**src/rtl/regfile_scoreboard.sv**
```systemverilog
// Register file with per-register in-flight write counters, WB bypass on reads,
// RAW/saturation issue stall, kill path and a saturating stall-cycle counter.
module regfile_scoreboard #(
  parameter int unsigned DBITS     = 32,
  parameter int unsigned REGNOBITS = 5,
  parameter int unsigned NREAD     = 2,
  parameter int unsigned CNTBITS   = 2,
  parameter int unsigned PERFBITS  = 32
) (
  input  logic                       clk,
  input  logic                       reset,
  input  logic [NREAD*REGNOBITS-1:0] rd_addr,
  input  logic [NREAD-1:0]           rd_used,
  output logic [NREAD*DBITS-1:0]     rd_data,
  output logic [NREAD-1:0]           rd_busy,
  input  logic                       issue_valid,
  input  logic                       issue_wr,
  input  logic [REGNOBITS-1:0]       issue_rd,
  output logic                       issue_ready,
  input  logic                       wb_valid,
  input  logic [REGNOBITS-1:0]       wb_rd,
  input  logic [DBITS-1:0]           wb_data,
  input  logic                       kill_valid,
  input  logic [REGNOBITS-1:0]       kill_rd,
  output logic [PERFBITS-1:0]        stall_count,
  output logic                       sb_error
);

  localparam int unsigned NREGS = 2**REGNOBITS;
  localparam int unsigned CW    = CNTBITS + 1;
  localparam logic [CNTBITS-1:0] CNT_MAX = '1;
  localparam logic [CNTBITS-1:0] CNT_ONE = CNTBITS'(1);

  logic [DBITS-1:0]     regs    [NREGS];
  logic [CNTBITS-1:0]   cnt     [NREGS];
  logic [CNTBITS-1:0]   cnt_nxt [NREGS];
  logic [REGNOBITS-1:0] a;
  logic                 last_wb;
  logic                 sat;
  logic                 fire;
  logic                 uflow;
  logic [CW-1:0]        sum;
  logic [CW-1:0]        dec;

  // A port whose final pending write lands this cycle is served by the bypass.
  always_comb begin
    rd_data = '0;
    rd_busy = '0;
    a       = '0;
    last_wb = 1'b0;
    for (int unsigned i = 0; i < NREAD; i++) begin
      a       = rd_addr[i*REGNOBITS +: REGNOBITS];
      last_wb = (cnt[a] == CNT_ONE) && wb_valid && (wb_rd == a) &&
                !(kill_valid && (kill_rd == a));
      if (a != '0) begin
        rd_data[i*DBITS +: DBITS] = (wb_valid && (wb_rd == a)) ? wb_data : regs[a];
        rd_busy[i]                = (cnt[a] != '0) && !last_wb;
      end
    end
  end

  always_comb begin
    sat         = issue_wr && (issue_rd != '0) && (cnt[issue_rd] == CNT_MAX);
    issue_ready = !(|(rd_used & rd_busy)) && !sat;
    fire        = issue_valid && issue_ready && issue_wr && (issue_rd != '0);
  end

  // Increment and both decrements are summed per register; a net negative clamps to 0.
  always_comb begin
    uflow = 1'b0;
    sum   = '0;
    dec   = '0;
    for (int unsigned r = 0; r < NREGS; r++) begin
      cnt_nxt[r] = cnt[r];
      if (r != 0) begin
        sum = {1'b0, cnt[r]} + CW'(fire && (issue_rd == REGNOBITS'(r)));
        dec = CW'(wb_valid && (wb_rd == REGNOBITS'(r))) +
              CW'(kill_valid && (kill_rd == REGNOBITS'(r)));
        if (dec > sum) begin
          cnt_nxt[r] = '0;
          uflow      = 1'b1;
        end else begin
          cnt_nxt[r] = CNTBITS'(sum - dec);
        end
      end
    end
  end

  always_ff @(posedge clk) begin
    if (reset) begin
      for (int unsigned r = 0; r < NREGS; r++) begin
        regs[r] <= '0;
        cnt[r]  <= '0;
      end
      stall_count <= '0;
      sb_error    <= 1'b0;
    end else begin
      if (wb_valid && (wb_rd != '0)) regs[wb_rd] <= wb_data;
      for (int unsigned r = 0; r < NREGS; r++) cnt[r] <= cnt_nxt[r];
      if (issue_valid && !issue_ready && (stall_count != '1))
        stall_count <= stall_count + 1'b1;
      if (uflow) sb_error <= 1'b1;
    end
  end

endmodule

```
**config.mk**
```make
export PLATFORM = sky130hd
export DESIGN_NAME = regfile_scoreboard
export DESIGN_NICKNAME = d
export VERILOG_FILES = /design/src/rtl/regfile_scoreboard.sv
export SDC_FILE = /design/constraint.sdc
export NUM_CORES = 2
export LEC_CHECK = 0
export CAP_MARGIN = 20
export CORE_ASPECT_RATIO = 1.2
export CORE_MARGIN = 4
export CORE_UTILIZATION = 55
export DETAILED_ROUTE_END_ITERATION = 12
export HOLD_SLACK_MARGIN = 0.12
export MAX_ROUTING_LAYER = met4
export PLACE_DENSITY_LB_ADDON = 0.05
export SLEW_MARGIN = 40
export SYNTH_ARGS = -nofsm -noshare
export SYNTH_HDL_FRONTEND = slang
export SYNTH_SLANG_ARGS = --single-unit
```
**constraint.sdc**
```tcl
create_clock -name clk -period 6.49 [get_ports clk]
set_input_delay 1.298 -clock clk [delete_from_list [all_inputs] [get_ports clk]]
set_output_delay 1.298 -clock clk [all_outputs]
set_load 0.01 [all_outputs]
```
# Yosys cells after proc, flatten, opt, wreduce, memory -nomap -nowiden
# Memories as Yosys holds them, arrays and structs flattened.
# Cells that the tools add are included.
# word_totals
mem_bits_rw,1088
wordCells,503
output_inout_bits,100
in_bits,65
n_memories,2
regBits,33
# op_classes
eq_ne,102
addsub,94
muxes,109
n_reduce_logical,130
bitwise_logic,33
n_lt_le_gt_ge,31
# memory_table
name,words,word_bits,rd,rd_ports_with_merged_regs,wr,line_no,text
regs,32,32,2,0,32,34,logic [DBITS-1:0] regs [NREGS];
cnt,32,2,34,0,32,35,logic [CNTBITS-1:0] cnt [NREGS];
# op_table
cell,count
"5-bit equality test, second input constant",48
32-bit two-way mux,5
2-bit two-way mux,63
"5-bit by 4-bit equality test with 1-bit output, second input constant",24
1-bit logical AND,114
2-bit by 1-bit adder with 3-bit output,31
2-bit by 3-bit > comparator with 1-bit output,31
1-bit by 1-bit adder with 2-bit output,31
2-bit subtractor,31
"5-bit by 3-bit equality test with 1-bit output, second input constant",12
1-bit two-way mux,40
"32-bit by 1-bit adder with 32-bit output, second input constant",1
"32-bit inequality test, second input constant",1
1-bit OR,32
32-bit OR reduction,1
"5-bit by 2-bit equality test with 1-bit output, second input constant",6
5-bit equality test,4
5-bit nonzero test,4
"5-bit by 1-bit equality test with 1-bit output, second input constant",3
1-bit logical NOT,7
5-bit two-way mux,1
"2-bit by 1-bit equality test with 1-bit output, second input constant",2
2-bit nonzero test,2
2-bit AND,1
4 further kinds,4

# Depth between registers and ports, before layout
# An unclocked memory read counts as a cell.
# depth
ltp_word,49
ltp_mapped,22

# Worst setup path after synthesis
# No wires, ideal clock.
# synth_timing
path_kind,input to register
start,input rd_addr[5]
end,register sb_error
t_arrival_ns,5.128
stages,19
path_slack_ns,1.230
required_time_ns,6.358
path_cell_list,buf_4 > mux4_2 > mux4_2 > a21oi_1 > o21a_1 > o221a_2 > buf_2 > nand4_1 > or2_2 > nor3_1 > ha_1 > ha_1 > inv_1 > ha_1 > nor2b_1 > o21ai_0 > nand4_1 > nor4_1 > a21oi_1
# synth_via
elab_chain_cells,49
elab_cells_between_ends,145
cone_classes,add/sub: 31; order compare: 31; eq/ne: 3; mux: 32; bitwise: 1; reduce/logical: 46; memory: 1
# synth_rtl
element,line_no,text
start: declaration,12,"input logic [NREAD*REGNOBITS-1:0] rd_addr,"
memory 32 x 2 bit,-,
2-bit by 1-bit equality test with 1-bit output,53,last_wb = (cnt[a] == CNT_ONE) && wb_valid && (wb_rd == a) &&
1-bit logical AND (3 in a row),53,
1-bit logical NOT,57,rd_busy[i] = (cnt[a] != '0) && !last_wb;
1-bit logical AND,57,
1-bit two-way mux *,55,if (a != '0) begin
2-bit AND *,64,issue_ready = !(|(rd_used & rd_busy)) && !sat;
2-bit OR reduction *,64,
1-bit logical NOT *,64,
1-bit logical AND *,64,
1-bit logical AND * (3 in a row),65,fire = issue_valid && issue_ready && issue_wr && (issue_rd != '0);
1-bit logical AND,76,"sum = {1'b0, cnt[r]} + CW'(fire && (issue_rd == REGNOBITS'(r)));"
2-bit by 1-bit adder with 3-bit output,76,
2-bit by 3-bit > comparator with 1-bit output,79,if (dec > sum) begin
1-bit two-way mux (30 in a row),79,
1-bit two-way mux *,79,
end signal: assignment,96,sb_error <= 1'b0;
end signal: assignment,102,if (uflow) sb_error <= 1'b1;
end: declaration,26,output logic sb_error
# Every way passes the cells marked *; elsewhere a longest branch is shown, timed or not.
# A chain may end at the register's enable or synchronous reset.

# Worst setup path in the final report
# layout_timing
start,input rd_addr[3]
end,output rd_data[22]
# layout_via
elab_chain_cells,4
elab_cells_between_ends,6
cone_classes,eq/ne: 1; mux: 2; reduce/logical: 2; memory: 1
# layout_rtl
element,line_no,text
branches (longest 3 deep; another with memory 32 x 32 bit),-,
32-bit two-way mux *,55,
end: declaration,14,"output logic [NREAD*DBITS-1:0] rd_data,"
# Mark *: on every way between the ends.

==> impl_metrics.yaml <==
timing:
  fin_crit_ps: 6170
  fin_worst_skew_ps: 12.9
  fmax_ghz: 0.162
  slew_violations: 0
  tns_ps: 0
  finalSetupViolCount: 0
  worstMarginPinSlew_ps: 960
  rsz0062_at_grt: "false"
  final_hold_viol_count: 0
  relSlewSlack_pct: 35.8
  setup_ws_ps: 319
  period_share_pct: 95.1
layout:
  fillers: 8578
  area_delta_synth_final_pct: 13.3
  drive_above_1_share_pct: 22.4
  finish.net_count: 4970
  fin_util_pct: 63.1
  fin_cells: 6346
power:
  p_sw_mw: 4.59
  swShare_pct: 26.0
  p_int_mw: 13.1
  p_leak_nw: 25.8
  p_per_area_mw_per_mm2: 244
  pwr-share-clk_pct: 37.6
  finalPower_mw: 17.7
  pwr-share-comb_pct: 14.6
  seqPwrFrac_pct: 47.8
  max-vdd-ir-drop_v: 0.000220
logic_synthesis:
  synth-seq-cells: 1119
  ys_warn_count: 0
  synth_edf_count: 1024
  synthDistinctLibCells: 57
  syn-instance-count: 4624
  syn-cell-area_mm2: 0.0641
  ys_async_sr_fraction_pct: 0
  synthFlopType: "edfxtp_1"
  synth-seq-area-share_pct: 51.0
  avgSynthCellArea_um2: 13.9
cts:
  post-cts-setup-buffers: 0
  clk_path_buf_depth: 3
  ctsHoldBuffers: 0
  cts_root_buffer: "clkbuf_16"
  cts_tree: "yes"
  h-tree-depth: 3
  cts_resized: 0
  clkSinkCount: 1119
  numCtsBuffers: 116
  clk_pin_slew_worst_paths_ps: 60
  insertion_delay_ps: 760
place:
  pre_cts_slack_ps: -13.7
  place.gp.congestion: 0.931
  dp_hpwl_mm: 137
  numPortBuffers: 164
  dp_cells: 6116
job:
  cap_violations: 0
route:
  vias: 43500
  drt_pass1_iterations: 6
  viasPerCell: 6.85
  wirelength_mm: 225
  drt_first_iter_violations: 6815
  antenna_left: 0
  wire_per_inst_um: 35.5
  drc: 0
run_status:
  status: "completed"
die:
  dieArea_mm2: 0.122
  num_rows: 136
  coreArea_mm2: 0.115
  boundaryPins: 165
  initial_core_util_pct: 55.7
  dieWidth_um: 320
  die_h_um: 382
setup_path:
  worstSetupEndpointType: "output pin"
  crit_arrival_ps: 4870
  critPathRequiredTime_ps: 5190
  critPathKind: "in2out"
  startpoint_type: "primary input"
  cp_max_fo: 26
global_routing:
  grt_pass1_vias: 43100
  grtUsageTotal_pct: 37.8
  grt-ovfl-total: 0
  grt_pass1_wl_mm: 316
  antenna_found_initial: 24
  grt_max_degree: 112
hold_path:
  hold_class: "reg2reg"
worst paths after layout:
| check | startpoint | endpoint | slack (ps) | cells after the start |
|---|---|---|---|---|
| worst max-delay path | rd_addr[3] | rd_data[22] | 320 | 8 |
| worst min-delay path | stall_count[14]$_SDFFE_PP0P_ | stall_count[14]$_SDFFE_PP0P_ | 510 | 2 |
| worst max register to register | cnt[19][0]$_SDFF_PP0_ | sb_error$_SDFFE_PP0P_ | 1360 | 19 |
| worst min register to register | stall_count[14]$_SDFFE_PP0P_ | stall_count[14]$_SDFFE_PP0P_ | 510 | 2 |
power by group through the flow:
stage / Combinational (mW) / Clock, mW / Sequential [mW]
CTS: 2.55 / 6.68 / 8.43
floorplan: 1.47 / 0 / 8.52
global placement: 2.53 / 0 / 8.56
global route: 2.67 / 6.97 / 8.47
detailed placement: 2.54 / 0 / 8.58
finish: 2.58 / 6.65 / 8.44
layer usage:
metal,track usage (%),up-vias,part of all wire [%]
met3,7.78,632,12
met5,-,-,0
met2,58.8,3100,47
met4,16.3,0,4.9
li1,-,17600,-
met1,48.7,22100,36
cells in the final DEF, fill, tap and decap left out, drive strengths merged, types with 19 or more instances in the layout:
master         Yosys  routed
edfxtp          1024    1024
and2             995     995
mux4             580     580
nor2             305     305
buf               93     246
mux2i            199     199
ha               187     187
clkdlybuf4s50      0     144
clkbuf           352     144
inv              101     107
dfxtp             95      95
o21ai             95      95
nand2             84      84
a21oi             66      66
a221oi            65      65
nor2b             52      52
clkinv             2      49
xor2              47      47
a211oi            43      43
a22oi             32      32
o211ai            32      32
conb               1      32
nand3             32      32
xnor2             19      19
logic make-up (layout without fill, tap and decap cells):
logic type | Yosys count | after routing | synth area share, %
compound gates | 345 | 345 | 3.56
mux | 792 | 792 | 23.8
fa+ha+maj | 187 | 187 | 3.65
flops | 1119 | 1119 | 51.0
xor+xnor | 66 | 66 | 0.902
other cells | 1 | 49 | 0.00585
simple gates | 1566 | 1566 | 13.8
buf+inv | 548 | 704 | 3.38
critical path: stages:
cell,delay [ps]
buf_6,240
buf_4,500
buf_4,720
mux4_2,390
mux2i_1,80
buf_4,170
a211oi_1,690
clkdlybuf4s50_1,720
synthesized netlist by cell type, types with 40 or more instances:
cell / instances / area [µm²]
edfxtp_1: 1024 / 30700
and2_1: 995 / 6220
mux4_2: 574 / 12900
clkbuf_1: 352 / 1320
nor2_1: 305 / 1140
mux2i_1: 199 / 1990
ha_1: 187 / 2340
inv_1: 101 / 379
dfxtp_1: 95 / 1900
o21ai_0: 94 / 470
nand2_1: 83 / 312
a21oi_1: 66 / 330
a221oi_1: 65 / 569
nor2b_1: 52 / 325
xor2_1: 47 / 412
buf_2: 44 / 220
a211oi_1: 43 / 323
buf_1: 40 / 150
layout make-up:
| class | instances | area [µm²] | area share (%) |
|---|---|---|---|
| sequential | 1119 | 32700 | 45.0 |
| multi-input combinational | 2988 | 30000 | 41.3 |
| timing repair buffer | 390 | 3890 | 5.36 |
| clock buffer | 144 | 3030 | 4.17 |
| tap | 1518 | 1900 | 2.62 |
| clock inverter | 67 | 646 | 0.890 |
| inverter | 103 | 392 | 0.540 |
| antenna | 17 | 42.5 | 0.0586 |
per-stage QoR:
stage	instance area, µm²	hold slack [ps]
finish	72500	510
global route	72500	553
CTS	72500	511
detailed placement	68800	498
global placement	68500	490
floorplan	64200	511
state kept, by name, summed over array words and instances (netlist names):
register and flops:
cnt 62, regs 1024, sb_error 1, stall_count 32
Power figures use the tool's default switching activity.
